==> config.mk <==
export PLATFORM = sky130hd
export DESIGN_NAME = spi_txn_arbiter_flat
export DESIGN_NICKNAME = d
export VERILOG_FILES = /design/src/rtl/spi_txn_arbiter_if.sv /design/src/rtl/spi_txn_arbiter.sv /design/src/flat_wrapper.sv
export SDC_FILE = /design/constraint.sdc
export NUM_CORES = 1
export LEC_CHECK = 0
export ABC_AREA = 1
export CAP_MARGIN = 10
export CELL_PAD_IN_SITES_DETAIL_PLACEMENT = 0
export CELL_PAD_IN_SITES_GLOBAL_PLACEMENT = 1
export CORE_UTILIZATION = 30
export CTS_BUF_LIST = sky130_fd_sc_hd__clkbuf_8 sky130_fd_sc_hd__clkbuf_16
export DETAILED_ROUTE_END_ITERATION = 8
export PLACE_DENSITY = 0.79
export SLEW_MARGIN = 30
export SYNTH_ARGS = -nofsm -noshare
export SYNTH_HDL_FRONTEND = slang
export SYNTH_SLANG_ARGS = --single-unit
==> constraint.sdc <==
create_clock -name clk -period 1.6 [get_ports clk]
set_input_delay 0.32 -clock clk [delete_from_list [all_inputs] [get_ports clk]]
set_output_delay 0.32 -clock clk [all_outputs]
set_load 0.005 [all_outputs]
==> src/rtl/spi_txn_arbiter_if.sv <==
// Requester/engine bundle for the SPI transaction arbiter.
//   master : arbiter side (samples requests and engine status, drives grants, pulses, engine strobe)
//   slave  : requesters plus SPI byte engine side
// Signals:
//   req[1:0], len0/len1[3:0], tx_data0/tx_data1[7:0]  requester inputs
//   grant, tx_next, rx_valid, done, err [1:0]          per-requester outputs
//   rx_data[7:0]                                       last received byte
//   eng_data_in[7:0], eng_ready_send                   engine launch
//   eng_data_out[7:0], eng_busy                        engine status
interface spi_txn_arbiter_if;
  logic [1:0] req;
  logic [3:0] len0;
  logic [3:0] len1;
  logic [7:0] tx_data0;
  logic [7:0] tx_data1;
  logic [1:0] grant;
  logic [1:0] tx_next;
  logic [7:0] rx_data;
  logic [1:0] rx_valid;
  logic [1:0] done;
  logic [1:0] err;
  logic [7:0] eng_data_in;
  logic       eng_ready_send;
  logic [7:0] eng_data_out;
  logic       eng_busy;

  modport master (
    input  req, len0, len1, tx_data0, tx_data1, eng_data_out, eng_busy,
    output grant, tx_next, rx_data, rx_valid, done, err, eng_data_in, eng_ready_send
  );

  modport slave (
    output req, len0, len1, tx_data0, tx_data1, eng_data_out, eng_busy,
    input  grant, tx_next, rx_data, rx_valid, done, err, eng_data_in, eng_ready_send
  );
endinterface

==> src/rtl/spi_txn_arbiter.sv <==
// Two-requester round-robin arbiter in front of a single SPI byte engine. The granted
// requester owns the engine for len+1 bytes; each byte is launched, its completion awaited,
// the received byte returned, then an inter-byte gap is observed.
// Ports:
//   clk  : clock, all state on rising edge
//   rst  : synchronous active-high reset
//   bus  : spi_txn_arbiter_if.master (requester handshake and engine signals)
module spi_txn_arbiter #(
  parameter int unsigned START_TIMEOUT = 16,
  parameter int unsigned GAP_CYCLES    = 2
) (
  input logic                 clk,
  input logic                 rst,
  spi_txn_arbiter_if.master   bus
);

  localparam int unsigned TimerW = (START_TIMEOUT > 1) ? $clog2(START_TIMEOUT) : 1;
  localparam int unsigned GapW   = (GAP_CYCLES > 0) ? $clog2(GAP_CYCLES + 1) : 1;

  typedef enum logic [2:0] {
    StIdle,
    StLaunch,
    StWaitStart,
    StWaitDone,
    StGap
  } state_e;

  state_e            state_q, state_d;
  logic              owner_q, owner_d;
  logic              rr_q, rr_d;          // requester with priority at next arbitration
  logic [1:0]        grant_q, grant_d;
  logic [3:0]        remaining_q, remaining_d;
  logic [TimerW-1:0] timer_q, timer_d;
  logic [GapW-1:0]   gap_q, gap_d;
  logic [7:0]        rx_data_q, rx_data_d;
  logic [1:0]        rx_valid_q, rx_valid_d;

  logic launch;
  logic done_p;
  logic err_p;

  always_comb begin
    state_d     = state_q;
    owner_d     = owner_q;
    rr_d        = rr_q;
    grant_d     = grant_q;
    remaining_d = remaining_q;
    timer_d     = timer_q;
    gap_d       = gap_q;
    rx_data_d   = rx_data_q;
    rx_valid_d  = '0;
    launch      = 1'b0;
    done_p      = 1'b0;
    err_p       = 1'b0;

    unique case (state_q)
      StIdle: begin
        if (bus.req != 2'b00) begin
          // Preferred requester wins if asking, otherwise the other one must be.
          owner_d     = bus.req[rr_q] ? rr_q : ~rr_q;
          grant_d     = owner_d ? 2'b10 : 2'b01;
          remaining_d = owner_d ? bus.len1 : bus.len0;
          state_d     = StLaunch;
        end
      end
      StLaunch: begin
        // Never strobe into a busy engine; wait here until it frees up.
        if (!bus.eng_busy) begin
          launch  = 1'b1;
          timer_d = '0;
          state_d = StWaitStart;
        end
      end
      StWaitStart: begin
        if (bus.eng_busy) begin
          state_d = StWaitDone;
        end else if (timer_q == TimerW'(START_TIMEOUT - 1)) begin
          err_p   = 1'b1;
          grant_d = '0;
          rr_d    = ~owner_q;
          state_d = StIdle;
        end else begin
          timer_d = timer_q + TimerW'(1);
        end
      end
      StWaitDone: begin
        if (!bus.eng_busy) begin
          rx_data_d  = bus.eng_data_out;
          rx_valid_d = grant_q;
          gap_d      = '0;
          state_d    = StGap;
        end
      end
      StGap: begin
        // One decision cycle plus GAP_CYCLES idle cycles.
        if (gap_q == GapW'(GAP_CYCLES)) begin
          if (remaining_q == 4'd0) begin
            done_p  = 1'b1;
            grant_d = '0;
            rr_d    = ~owner_q;
            state_d = StIdle;
          end else begin
            remaining_d = remaining_q - 4'd1;
            state_d     = StLaunch;
          end
        end else begin
          gap_d = gap_q + GapW'(1);
        end
      end
      default: state_d = StIdle;
    endcase
  end

  always_ff @(posedge clk) begin
    if (rst) begin
      state_q     <= StIdle;
      owner_q     <= 1'b0;
      rr_q        <= 1'b0;
      grant_q     <= '0;
      remaining_q <= '0;
      timer_q     <= '0;
      gap_q       <= '0;
      rx_data_q   <= '0;
      rx_valid_q  <= '0;
    end else begin
      state_q     <= state_d;
      owner_q     <= owner_d;
      rr_q        <= rr_d;
      grant_q     <= grant_d;
      remaining_q <= remaining_d;
      timer_q     <= timer_d;
      gap_q       <= gap_d;
      rx_data_q   <= rx_data_d;
      rx_valid_q  <= rx_valid_d;
    end
  end

  // Pulses are decoded from current state, so mask them during the reset cycle itself.
  logic launch_go;
  assign launch_go = launch & ~rst;

  assign bus.eng_ready_send = launch_go;
  assign bus.eng_data_in    = launch_go ? (owner_q ? bus.tx_data1 : bus.tx_data0) : 8'h00;
  assign bus.tx_next        = launch_go ? grant_q : 2'b00;
  assign bus.done           = (done_p & ~rst) ? grant_q : 2'b00;
  assign bus.err            = (err_p & ~rst) ? grant_q : 2'b00;
  assign bus.grant          = grant_q;
  assign bus.rx_data        = rx_data_q;
  assign bus.rx_valid       = rx_valid_q;

endmodule

==> src/flat_wrapper.sv <==
// flat-port wrapper written by rule: the top's interface ports become plain ports
module spi_txn_arbiter_flat 
#(
  parameter int unsigned START_TIMEOUT = 16,
  parameter int unsigned GAP_CYCLES    = 2
)
  (clk, rst, bus_req, bus_len0, bus_len1, bus_tx_data0, bus_tx_data1, bus_eng_data_out, bus_eng_busy, bus_grant, bus_tx_next, bus_rx_data, bus_rx_valid, bus_done, bus_err, bus_eng_data_in, bus_eng_ready_send);
  spi_txn_arbiter_if bus_i ();
  input logic clk;
  input logic rst;
  input wire logic [$bits(bus_i.req)-1:0] bus_req;
  input wire logic [$bits(bus_i.len0)-1:0] bus_len0;
  input wire logic [$bits(bus_i.len1)-1:0] bus_len1;
  input wire logic [$bits(bus_i.tx_data0)-1:0] bus_tx_data0;
  input wire logic [$bits(bus_i.tx_data1)-1:0] bus_tx_data1;
  input wire logic [$bits(bus_i.eng_data_out)-1:0] bus_eng_data_out;
  input wire logic [$bits(bus_i.eng_busy)-1:0] bus_eng_busy;
  output wire logic [$bits(bus_i.grant)-1:0] bus_grant;
  output wire logic [$bits(bus_i.tx_next)-1:0] bus_tx_next;
  output wire logic [$bits(bus_i.rx_data)-1:0] bus_rx_data;
  output wire logic [$bits(bus_i.rx_valid)-1:0] bus_rx_valid;
  output wire logic [$bits(bus_i.done)-1:0] bus_done;
  output wire logic [$bits(bus_i.err)-1:0] bus_err;
  output wire logic [$bits(bus_i.eng_data_in)-1:0] bus_eng_data_in;
  output wire logic [$bits(bus_i.eng_ready_send)-1:0] bus_eng_ready_send;
  assign bus_i.req = bus_req;
  assign bus_i.len0 = bus_len0;
  assign bus_i.len1 = bus_len1;
  assign bus_i.tx_data0 = bus_tx_data0;
  assign bus_i.tx_data1 = bus_tx_data1;
  assign bus_i.eng_data_out = bus_eng_data_out;
  assign bus_i.eng_busy = bus_eng_busy;
  assign bus_grant = bus_i.grant;
  assign bus_tx_next = bus_i.tx_next;
  assign bus_rx_data = bus_i.rx_data;
  assign bus_rx_valid = bus_i.rx_valid;
  assign bus_done = bus_i.done;
  assign bus_err = bus_i.err;
  assign bus_eng_data_in = bus_i.eng_data_in;
  assign bus_eng_ready_send = bus_i.eng_ready_send;
  spi_txn_arbiter #(.START_TIMEOUT(START_TIMEOUT), .GAP_CYCLES(GAP_CYCLES)) u_core (.clk(clk), .rst(rst), .bus(bus_i));
endmodule
==> results of run 1 <==
## where the power goes
group / switching (uW) / internal (uW) / leakage, uW / total, uW
clock network: 245 / 183 / 0.0000261 / 429
registers: 108 / 825 / 0.000222 / 933
logic: 1160 / 1080 / 0.00109 / 2240
total: 1510 / 2090 / 0.00134 / 3600
## routing by layer
metal,vias up,part of all wire,GRT usage
li1,1080,-,-
met4,0,0.0038,0.0333
met5,-,0,0
met2,45,0.50,0.322
met1,911,0.44,0.213
met3,2,0.051,0.0341
## logic make-up (layout without fill, tap and decap cells)
kind of cell | after synthesis | in the layout
and+or+nand+nor | 155 | 155
buffers and inverters | 39 | 153
AOI/OAI and AO/OA | 43 | 43
DFF | 27 | 27
adders and majority gates | 3 | 3
## final cells by class
| class | instances | area share |
|---|---|---|
| clock buffers | 3 | 0.0139 |
| clock inverters | 1 | 0.00295 |
| inverters | 32 | 0.0447 |
| multi-input cells | 201 | 0.382 |
| flip-flops and latches | 27 | 0.186 |
| well taps | 72 | 0.0304 |
| repair buffers | 116 | 0.338 |
| repair inverters | 1 | 0.00211 |
## worst min-delay path by stage
stage,start,to,slack (ns),cells past startpoint
2_1_floorplan,u_core.remaining_q[0]$_SDFFE_PP0P_,u_core.remaining_q[0]$_SDFFE_PP0P_,0.44,2
3_3_place_gp,u_core.remaining_q[0]$_SDFFE_PP0P_,u_core.remaining_q[0]$_SDFFE_PP0P_,0.45,2
3_5_place_dp,u_core.remaining_q[0]$_SDFFE_PP0P_,u_core.remaining_q[0]$_SDFFE_PP0P_,0.46,2
4_1_cts,u_core.remaining_q[0]$_SDFFE_PP0P_,u_core.remaining_q[0]$_SDFFE_PP0P_,0.48,2
5_1_grt,u_core.remaining_q[0]$_SDFFE_PP0P_,u_core.remaining_q[0]$_SDFFE_PP0P_,0.49,2
6_report,u_core.remaining_q[0]$_SDFFE_PP0P_,u_core.remaining_q[0]$_SDFFE_PP0P_,0.47,2
## critical path: cells and delay by family, from the launching register on
kind / cells / cell delay (ns)
AOI/OAI and AO/OA: 1 / 0.08
and+or+nand+nor: 3 / 0.32
DFF: 1 / 0.38
buffers and inverters: 5 / 0.41
## stage by stage
step	instance area, sq um	setup TNS, ns	setup WS, ns
after floorplan	1730	0	0.215
after global placement	2700	-9.91	-0.519
after detailed placement	2700	-10.44	-0.521
after CTS	2900	-3.36	-0.275
after global routing	2970	-3.56	-0.276
final	2970	-2.31	-0.204
## cells in the mapped netlist
cell and count:
nand2_1 56, nor2_1 52, dfxtp_1 27, inv_1 25, o21ai_0 20, nand3_1 18
a21oi_1 13, a21oi_2 8, nand2_2 7, nand4_1 5, nor2_2 5, buf_6 3
ha_1 3, inv_2 3, nand3_2 3, nor2_4 3, buf_2 2, clkbuf_1 2
clkinv_1 2, nand2_4 2, nor3_1 2, inv_4 1, inv_6 1, nor2_8 1
o211ai_1 1, o21ai_1 1, or2_2 1
## what timing repair did
| action | CTS | global route |
|---|---|---|
| gates cloned | 1 | 0 |
| gates resized for setup | 85 | 29 |
| endpoints found under the setup margin | 15 | 36 |
| setup buffers | 15 | 3 |
| pin swaps | 8 | 14 |
| hold buffers | 0 | 0 |
## flip-flops by register name, summed over array words and instances, names as in the netlist, 2 cells and up
name and flops:
u_core.bus.rx_valid 2, u_core.state_q 3, u_core.gap_q 2, u_core.bus.rx_data 8
u_core.timer_q 4, u_core.bus.grant 2, u_core.remaining_q 4
==> run metrics, run 1 <==
endpoints failing setup 15; Worst-Margin Slew between 0.2 and 0.3 ns; Die Area 6070 sq um; DRT antenna net count 0; crit-path max cell delay 0.38 ns; insertion delay to the later sink of the worst-skew pair 0.28 ns; Initial Utilization 0.312; status complete, but fails checks; Hold WS 0.474 ns; Routed WL 5.04 mm; worst setup path startpoint u_core.state_q[1]$_SDFFE_PP0P_; GR Overflow Total 0; post-synthesis compound-gate area fraction 0.143; DP Cell Count 434; synthesis-to-finish area growth 71.6%; reg2reg start u_core.state_q[2]$_SDFFE_PP0P_; Synth cell types 27; TritonCTS clock tree built; Finished Layout Cells around 450; post-route setup slack -0.204 ns; Hold Path Class reg -> reg; largest net degree at the start of global routing 18; largest fanout on the critical path 4; most frequent cells in the layout nand2_1 (54), nor2_1 (48), clkdlybuf4s50_1 (46); MaxCap Viol Count 0; largest family of logic cells by synthesized area simple AND/OR/NAND/NOR gates; final core occ 0.536; Clk pin slew, worst setup/hold paths between 0.1 and 0.15 ns; WL/cell 11.1 microns; multiplexer area fraction after synthesis 0; Slew headroom 0.814; WS Path Type reg -> out; H-tree levels 1; Die Width 77.9 microns; n_diodes 0; # IOs 64; final critical-path share of the clock period 1.13; # rows 27; Remaining DRCs 0; failing checks negative setup slack; area occupied by registers 553 sq um; synthesized netlist cell count 267; Reg2Reg Depth 10; RR Endpoint u_core.bus.grant[1]$_SDFFE_PP0P_; final hold violation count 0; DR vias 2038; Multi-input gate area around 1100 sq um; WP data arrival 1.48 ns; CP max stage cell dfxtp_4; worst IR drop on VDD roughly 0.57 mV; Vias/cell 4.50; # fillers 553; Area contributors post-synth dfxtp_1 (31%), nand2_1 (12%), nor2_1 (11%); post-DP HPWL 3.77 mm; Synth top area share 0.313; simple-gate share of the synthesized area 0.419; DIE HEIGHT 77.9 microns; layout cells sized above 1 0.341; initial antenna violation count 0; min Tclk post-route 1.80 ns; drt pass-1 iters 4; RePlAce Congestion 0.812; number of global-route vias before repair 1970; CP Capture Type primary output; all-layer global routing usage 0.176; synthesized netlist net count 307; PortBufs 63; commonest non-fill, non-tap cell in the layout nand2_1; clk buf depth 2; sequential area share after synthesis 0.313; Worst setup SP type register; pwr/cell area 1210 nW/um^2; DRT iter0 DRCs 62; Req. time, crit path 1.28 ns; final-stage net count 422; first-pass GRT wire length 8.67 mm; Num CTS Buffers 3; Tot Pwr between 3000 and 4000 uW; Setup Skew roughly 0.0025 ns; RSZ-0062 raised after global routing yes; CORE AREA 5540 sq um; Synth area leader dfxtp_1; crit path to bus_eng_data_in[6]; synthesized cell area 1730 sq um; Static Leakage 0.00134 uW; Yosys warning count 0; flop-to-flop setup slack 0.11 ns; xor-xnor portion of the synthesized cell area 0; Sink Count 27; f_max 0.554 GHz; mean area per synthesized cell 6.48 sq um; Yosys reg bits 27; Adder-Cell Fraction of Synth Area 0.0217; clk root buf clkbuf_8; Slew Viols, Final 0; cells along the critical path inv_4, nand3_4, nor2_4, inv_2, nor2_4, inv_4, buf_6, a21oi_2, buf_2
(Power assumes the default switching activity.)
==> run 2: changes to the inputs <==
--- a/config.mk
+++ b/config.mk
@@ -12,7 +12,7 @@
 export CORE_UTILIZATION = 30
 export CTS_BUF_LIST = sky130_fd_sc_hd__clkbuf_8 sky130_fd_sc_hd__clkbuf_16
 export DETAILED_ROUTE_END_ITERATION = 8
-export PLACE_DENSITY = 0.79
+export PLACE_DENSITY_LB_ADDON = 0.1
 export SLEW_MARGIN = 30
 export SYNTH_ARGS = -nofsm -noshare
 export SYNTH_HDL_FRONTEND = slang
==> run metrics, run 2 (same netlist as run 1, synthesis figures left out) <==
# fillers 558 (+0.90%); commonest non-fill, non-tap cell in the layout nand2_1; Die Area 6070 sq um (unchanged); Num CTS Buffers 3 (unchanged); cells along the critical path clkinv_4, nand3_4, nor2_4, inv_2, nor2_4, buf_12, inv_8, buf_6, a21oi_2, buf_2; n_diodes 0 (unchanged); synthesis-to-finish area growth 69.4%; failing checks negative setup slack; initial antenna violation count 0 (unchanged); clk root buf clkbuf_8; pwr/cell area 1180 nW/um^2 (-2.5%); Setup Skew 0.000919 ns (-0.00163 ns); Hold Path Class reg -> reg; RePlAce Congestion 0.861 (+6.0%); most used cell, CP nor2_4; Routed WL 5.09 mm (+1.1%); final hold violation count 0 (unchanged); number of global-route vias before repair 1885 (-4.3%); RSZ-0062 raised after global routing yes; Hold WS 0.479 ns (+0.00527 ns); largest net degree at the start of global routing 18 (unchanged); Worst-Margin Slew 0.423 ns (+0.144 ns); # IOs 64 (unchanged); CP Capture Type primary output; crit-path max cell delay 0.38 ns (about the same); Top Family by Delay on Critical Path buffers and inverters; Req. time, crit path 1.28 ns (about the same); CP max stage cell dfxtp_4; worst setup path startpoint u_core.state_q[2]$_SDFFE_PP0P_; DRT iter0 DRCs 65 (+4.8%); Vias/cell 4.42 (-1.8%); Worst setup SP type register; WS Path Type reg -> out; H-tree levels 1 (unchanged); WP data arrival 1.52 ns (+0.04 ns); post-DP HPWL 3.91 mm (+3.6%); final core occ 0.529 (-0.00700); min Tclk post-route 1.84 ns (+0.0376 ns); Sink Count 27 (unchanged); most frequent cells in the layout nand2_1 (56), nor2_1 (50), buf_4 (47); DR vias 2010 (-1.4%); Static Leakage 0.00134 uW (-0.54%); Finished Layout Cells 455 (+0.44%); Clk pin slew, worst setup/hold paths 0.10 ns (about the same); drt pass-1 iters 4 (unchanged); DIE HEIGHT 77.9 microns (unchanged); DP Cell Count 433 (-0.23%); WL/cell 11.2 microns (+0.63%); Post-Place Worst Slack -0.514 ns (+0.00646 ns); TritonCTS clock tree built; reg2reg start u_core.state_q[2]$_SDFFE_PP0P_; post-route setup slack -0.241 ns (-0.0376 ns); # rows 27 (unchanged); final-stage net count 424 (+0.47%); clk buf depth 2 (unchanged); max FFs per register 8 (unchanged); status complete, but fails checks; Slew headroom 0.716 (-0.0981); Remaining DRCs 0 (unchanged); layout cells sized above 1 0.329 (-0.0122); Die Width 77.9 microns (unchanged); WP buf/inv 6 (+1); endpoints failing setup 15 (unchanged); largest fanout on the critical path 4 (unchanged); first-pass GRT wire length 8.53 mm (-1.7%); MaxCap Viol Count 0 (unchanged); HP Start u_core.remaining_q[0]$_SDFFE_PP0P_; Post-CTS Hold Fix Bufs 0 (unchanged); insertion delay to the later sink of the worst-skew pair 0.28 ns (about the same); CORE AREA 5540 sq um (unchanged); Slew Viols, Final 0 (unchanged); Tot Pwr 3470 uW (-3.8%); final critical-path share of the clock period 1.15 (+0.0235); all-layer global routing usage 0.175 (-0.000744); DRT antenna net count 0 (unchanged); PortBufs 63 (unchanged); f_max 0.543 GHz (-2.0%); Initial Utilization 0.312 (unchanged); GR Overflow Total 0 (unchanged); worst IR drop on VDD 0.655 mV (+15%)
-- run 2: changes by cell type in the layout (fill, tap and decap cells not counted), moves of 2 or more --
cell / previous run / this run
buf_4: 44 / 47
buf_6: 9 / 6
dfxtp_2: 1 / 4
nand3_1: 13 / 16
nand3_4: 4 / 1
dfxtp_1: 23 / 21
inv_4: 2 / 0
nand2_1: 54 / 56
nor2_1: 48 / 50
-- run 2: per-stage QoR --
step | setup TNS (ns) | instance area, sq um
2_1_floorplan | 0 | 1730
3_3_place_gp | -10.25 | 2710
3_5_place_dp | -10.41 | 2710
4_1_cts | -3.25 | 2890
5_1_grt | -3.72 | 2930
6_report | -2.40 | 2930
-- run 2: per-layer routing --
metal | GRT usage | part of all wire
met4 | 0.0278 | 0.0057
met5 | 0 | 0
met3 | 0.0341 | 0.044
met2 | 0.314 | 0.49
met1 | 0.219 | 0.46
-- run 2: worst paths after layout --
check	end	cells past startpoint	slack, ns
setup / recovery	bus_eng_data_in[5]	10	-0.24
setup reg to reg	u_core.timer_q[3]$_SDFFE_PP0P_	11	0.10
hold / removal	u_core.remaining_q[0]$_SDFFE_PP0P_	2	0.48
hold reg to reg	u_core.remaining_q[0]$_SDFFE_PP0P_	2	0.48
-- run 2: power breakdown --
| part | switching, uW | leakage [uW] | internal [uW] |
|---|---|---|---|
| logic | 1100 | 0.00109 | 1020 |
| clock network | 245 | 0.0000261 | 183 |
| registers | 94.1 | 0.000223 | 822 |
| total | 1440 | 0.00134 | 2030 |
-- run 2: repair_timing --
item | CTS | global route
pin swaps | 13 | 13
setup buffers | 15 | 6
gates cloned | 1 | 0
resized for setup | 87 | 10
setup endpoints to repair | 15 | 18
-- run 2: final cells by class --
| class | count | area, sq um | share of cell area |
|---|---|---|---|
| repair inverters | 1 | 11.3 | 0.00384 |
| repair buffers | 118 | 1010 | 0.346 |
| well taps | 72 | 90.1 | 0.0308 |
| inverters | 32 | 130 | 0.0444 |
| multi-input cells | 201 | 1080 | 0.369 |
| clock buffers | 3 | 41.3 | 0.0141 |
| clock inverters | 1 | 8.76 | 0.00299 |
| flip-flops and latches | 27 | 553 | 0.189 |
-- run 2: worst reg2reg max path, stage by stage (launching register included) --
cell and delay [ns]:
dfxtp_4 0.38, buf_6 0.12, nor2_4 0.10, nand2_2 0.06, buf_4 0.13, buf_4 0.13
nor2_4 0.14, nand2_4 0.09, nand2_4 0.09, nand3_1 0.06, nand2_1 0.06, nor2_1 0.04
==> run 3: changes to the inputs <==
==> constraint.sdc (replaced) <==
create_clock -name clk -period 1.99 [get_ports clk]
set_input_delay 0.398 -clock clk [delete_from_list [all_inputs] [get_ports clk]]
set_output_delay 0.398 -clock clk [all_outputs]
set_load 0.005 [all_outputs]
==> run metrics, run 3 (same netlist as run 1, synthesis figures left out) <==
Num CTS Buffers 3 (unchanged); TNS Setup 0 ns (+2.40 ns); f_max 0.535 GHz; H-tree levels 1 (unchanged); WL/cell 11.6 microns (+3.4%); Net Switching 1110 uW (-23%); Hold Path Class reg -> reg; max FFs per register 8 (unchanged); initial antenna violation count 0 (unchanged); endpoints failing setup 0 (-15); Worst setup SP type register; first-pass GRT wire length 8.58 mm (+0.56%); Routed WL 5.01 mm (-1.6%); Die Width 77.9 microns (unchanged); Worst-Margin Slew 0.495 ns (+0.0722 ns); DRT iter0 DRCs 53 (-18%); area occupied by registers 551 sq um (-0.45%); TritonCTS clock tree built; number of global-route vias before repair 1871 (-0.74%); met1 Use GR 0.221 (+0.00238); Vias/cell 4.48 (+1.4%); WS Path Type reg -> out; Sink Count 27 (unchanged); commonest non-fill, non-tap cell in the layout nand2_1; Multi-input gate area 1050 sq um (-3.1%); RePlAce Congestion 0.839 (-2.5%); CP Capture Type primary output; MaxCap Viol Count 0 (unchanged); pwr/cell area 960 nW/um^2 (-19%); largest fanout on the critical path 3 (-1); Slew Viols, Final 0 (unchanged); final critical-path share of the clock period 0.939; Initial Utilization 0.312 (unchanged); n_diodes 0 (unchanged); WP data arrival 1.47 ns (-0.05 ns); met3 Use GR 0.0318 (-0.00235); clock share of power 0.129 (+0.005); most frequent cells in the layout nand2_1 (56), nor2_1 (50), clkdlybuf4s50_1 (46); final-stage net count 402 (-5.2%); layout cells sized above 1 0.263 (-0.0658); met2 usage 0.315 (+0.000885); status finished, final reports clean; insertion delay to the later sink of the worst-skew pair 0.28 ns (about the same); clk buf depth 2 (unchanged); Remaining DRCs 0 (unchanged); gr busiest metal met2; Setup Skew 0.00413 ns (+0.00321 ns); clk root buf clkbuf_8; post-DP HPWL 3.85 mm (-1.4%); largest net degree at the start of global routing 18 (unchanged); worst IR drop on VDD 0.550 mV (-16%); final hold violation count 0 (unchanged); # rows 27 (unchanged); # fillers 617 (+11%); synthesis-to-finish area growth 56.9%; Gate power share 0.589 (-0.023); Req. time, crit path 1.59 ns (+0.31 ns); Clk pin slew, worst setup/hold paths 0.10 ns (about the same); # IOs 64 (unchanged); final core occ 0.490 (-0.0388); DIE HEIGHT 77.9 microns (unchanged); Slew headroom 0.668 (-0.0485); GR Overflow Total 0 (unchanged); sw frac 0.425 (+0.0105); Die Area 6070 sq um (unchanged); DR vias 1940 (-3.5%); drt pass-1 iters 4 (unchanged); Int Pwr 1500 uW (-26%); PortBufs 63 (unchanged); Flop pwr share 0.282 (+0.018); Static Leakage 0.00124 uW (-7.3%); all-layer global routing usage 0.175 (+0.000365); CORE AREA 5540 sq um (unchanged); min Tclk post-route 1.87 ns; DRT antenna net count 0 (unchanged)
-- run 3: changes by cell type in the layout (fill, tap and decap cells not counted), sizes merged --
cell	before	now
buf	69	42
clkbuf	4	6
clkinv	3	2
dlygate4sd2	2	5
dlymetal6s2s	0	1
-- run 3: path summary, 6_finish.rpt --
| check | to | slack (ns) | startpoint | cells past startpoint |
|---|---|---|---|---|
| max reg2reg | u_core.timer_q[3]$_SDFFE_PP0P_ | 0.39 | u_core.state_q[2]$_SDFFE_PP0P_ | 11 |
| min reg2reg | u_core.remaining_q[0]$_SDFFE_PP0P_ | 0.48 | u_core.remaining_q[0]$_SDFFE_PP0P_ | 2 |
| max | bus_err[1] | 0.12 | u_core.state_q[2]$_SDFFE_PP0P_ | 8 |
| min | u_core.remaining_q[0]$_SDFFE_PP0P_ | 0.48 | u_core.remaining_q[0]$_SDFFE_PP0P_ | 2 |
-- run 3: worst max-delay path, cell delays in order (launching register included) --
cell and delay (ns):
dfxtp_4 0.38, buf_4 0.14, buf_4 0.13, nor2_4 0.09, nand2_2 0.07, inv_2 0.05, nand4_1 0.09, nor2_1 0.12
clkbuf_2 0.11
-- run 3: final cells by class --
| type | count | share of cell area |
|---|---|---|
| Clock inverter | 1 | 0.00323 |
| Multi-Input combinational cell | 201 | 0.386 |
| Sequential cell | 27 | 0.203 |
| Tap cell | 72 | 0.0332 |
| Timing Repair Buffer | 97 | 0.311 |
| Inverter | 32 | 0.0489 |
| Clock buffer | 3 | 0.0152 |
-- run 3: through the flow --
stage | worst slack, ns | power [uW] | instances | instance area (sq um) | hold WS (ns)
global route | -0.00362 | 2850 | 433 | 2710 | 0.504
detailed placement | -0.299 | 2170 | 421 | 2610 | 0.463
floorplan | 0.527 | 1630 | 267 | 1730 | 0.444
finish | 0.122 | 2610 | 433 | 2710 | 0.478
global placement | -0.287 | 2170 | 421 | 2610 | 0.455
CTS | -0.150 | 2590 | 432 | 2700 | 0.480
-- run 3: power by group through the flow --
stage | logic, uW | registers [uW] | clock network [uW]
after CTS | 1510 | 729 | 353
after global routing | 1730 | 753 | 375
final | 1540 | 736 | 335
after floorplan | 916 | 719 | 0
after detailed placement | 1430 | 743 | 0
after global placement | 1430 | 742 | 0
-- run 3: timing repair --
action | in CTS | in global routing
pin swaps | 6 | 4
buffers inserted | 7 | 2
gates resized for setup | 55 | 11
hold buffers | 0 | 0
setup endpoints to repair | 15 | 15
-- run 3: layer usage --
layer | vias to the layer above | wire length (microns)
li1 | 1039 | -
met1 | 858 | 2350
met2 | 39 | 2420
met3 | 4 | 205
met4 | 0 | 34
met5 | - | 0
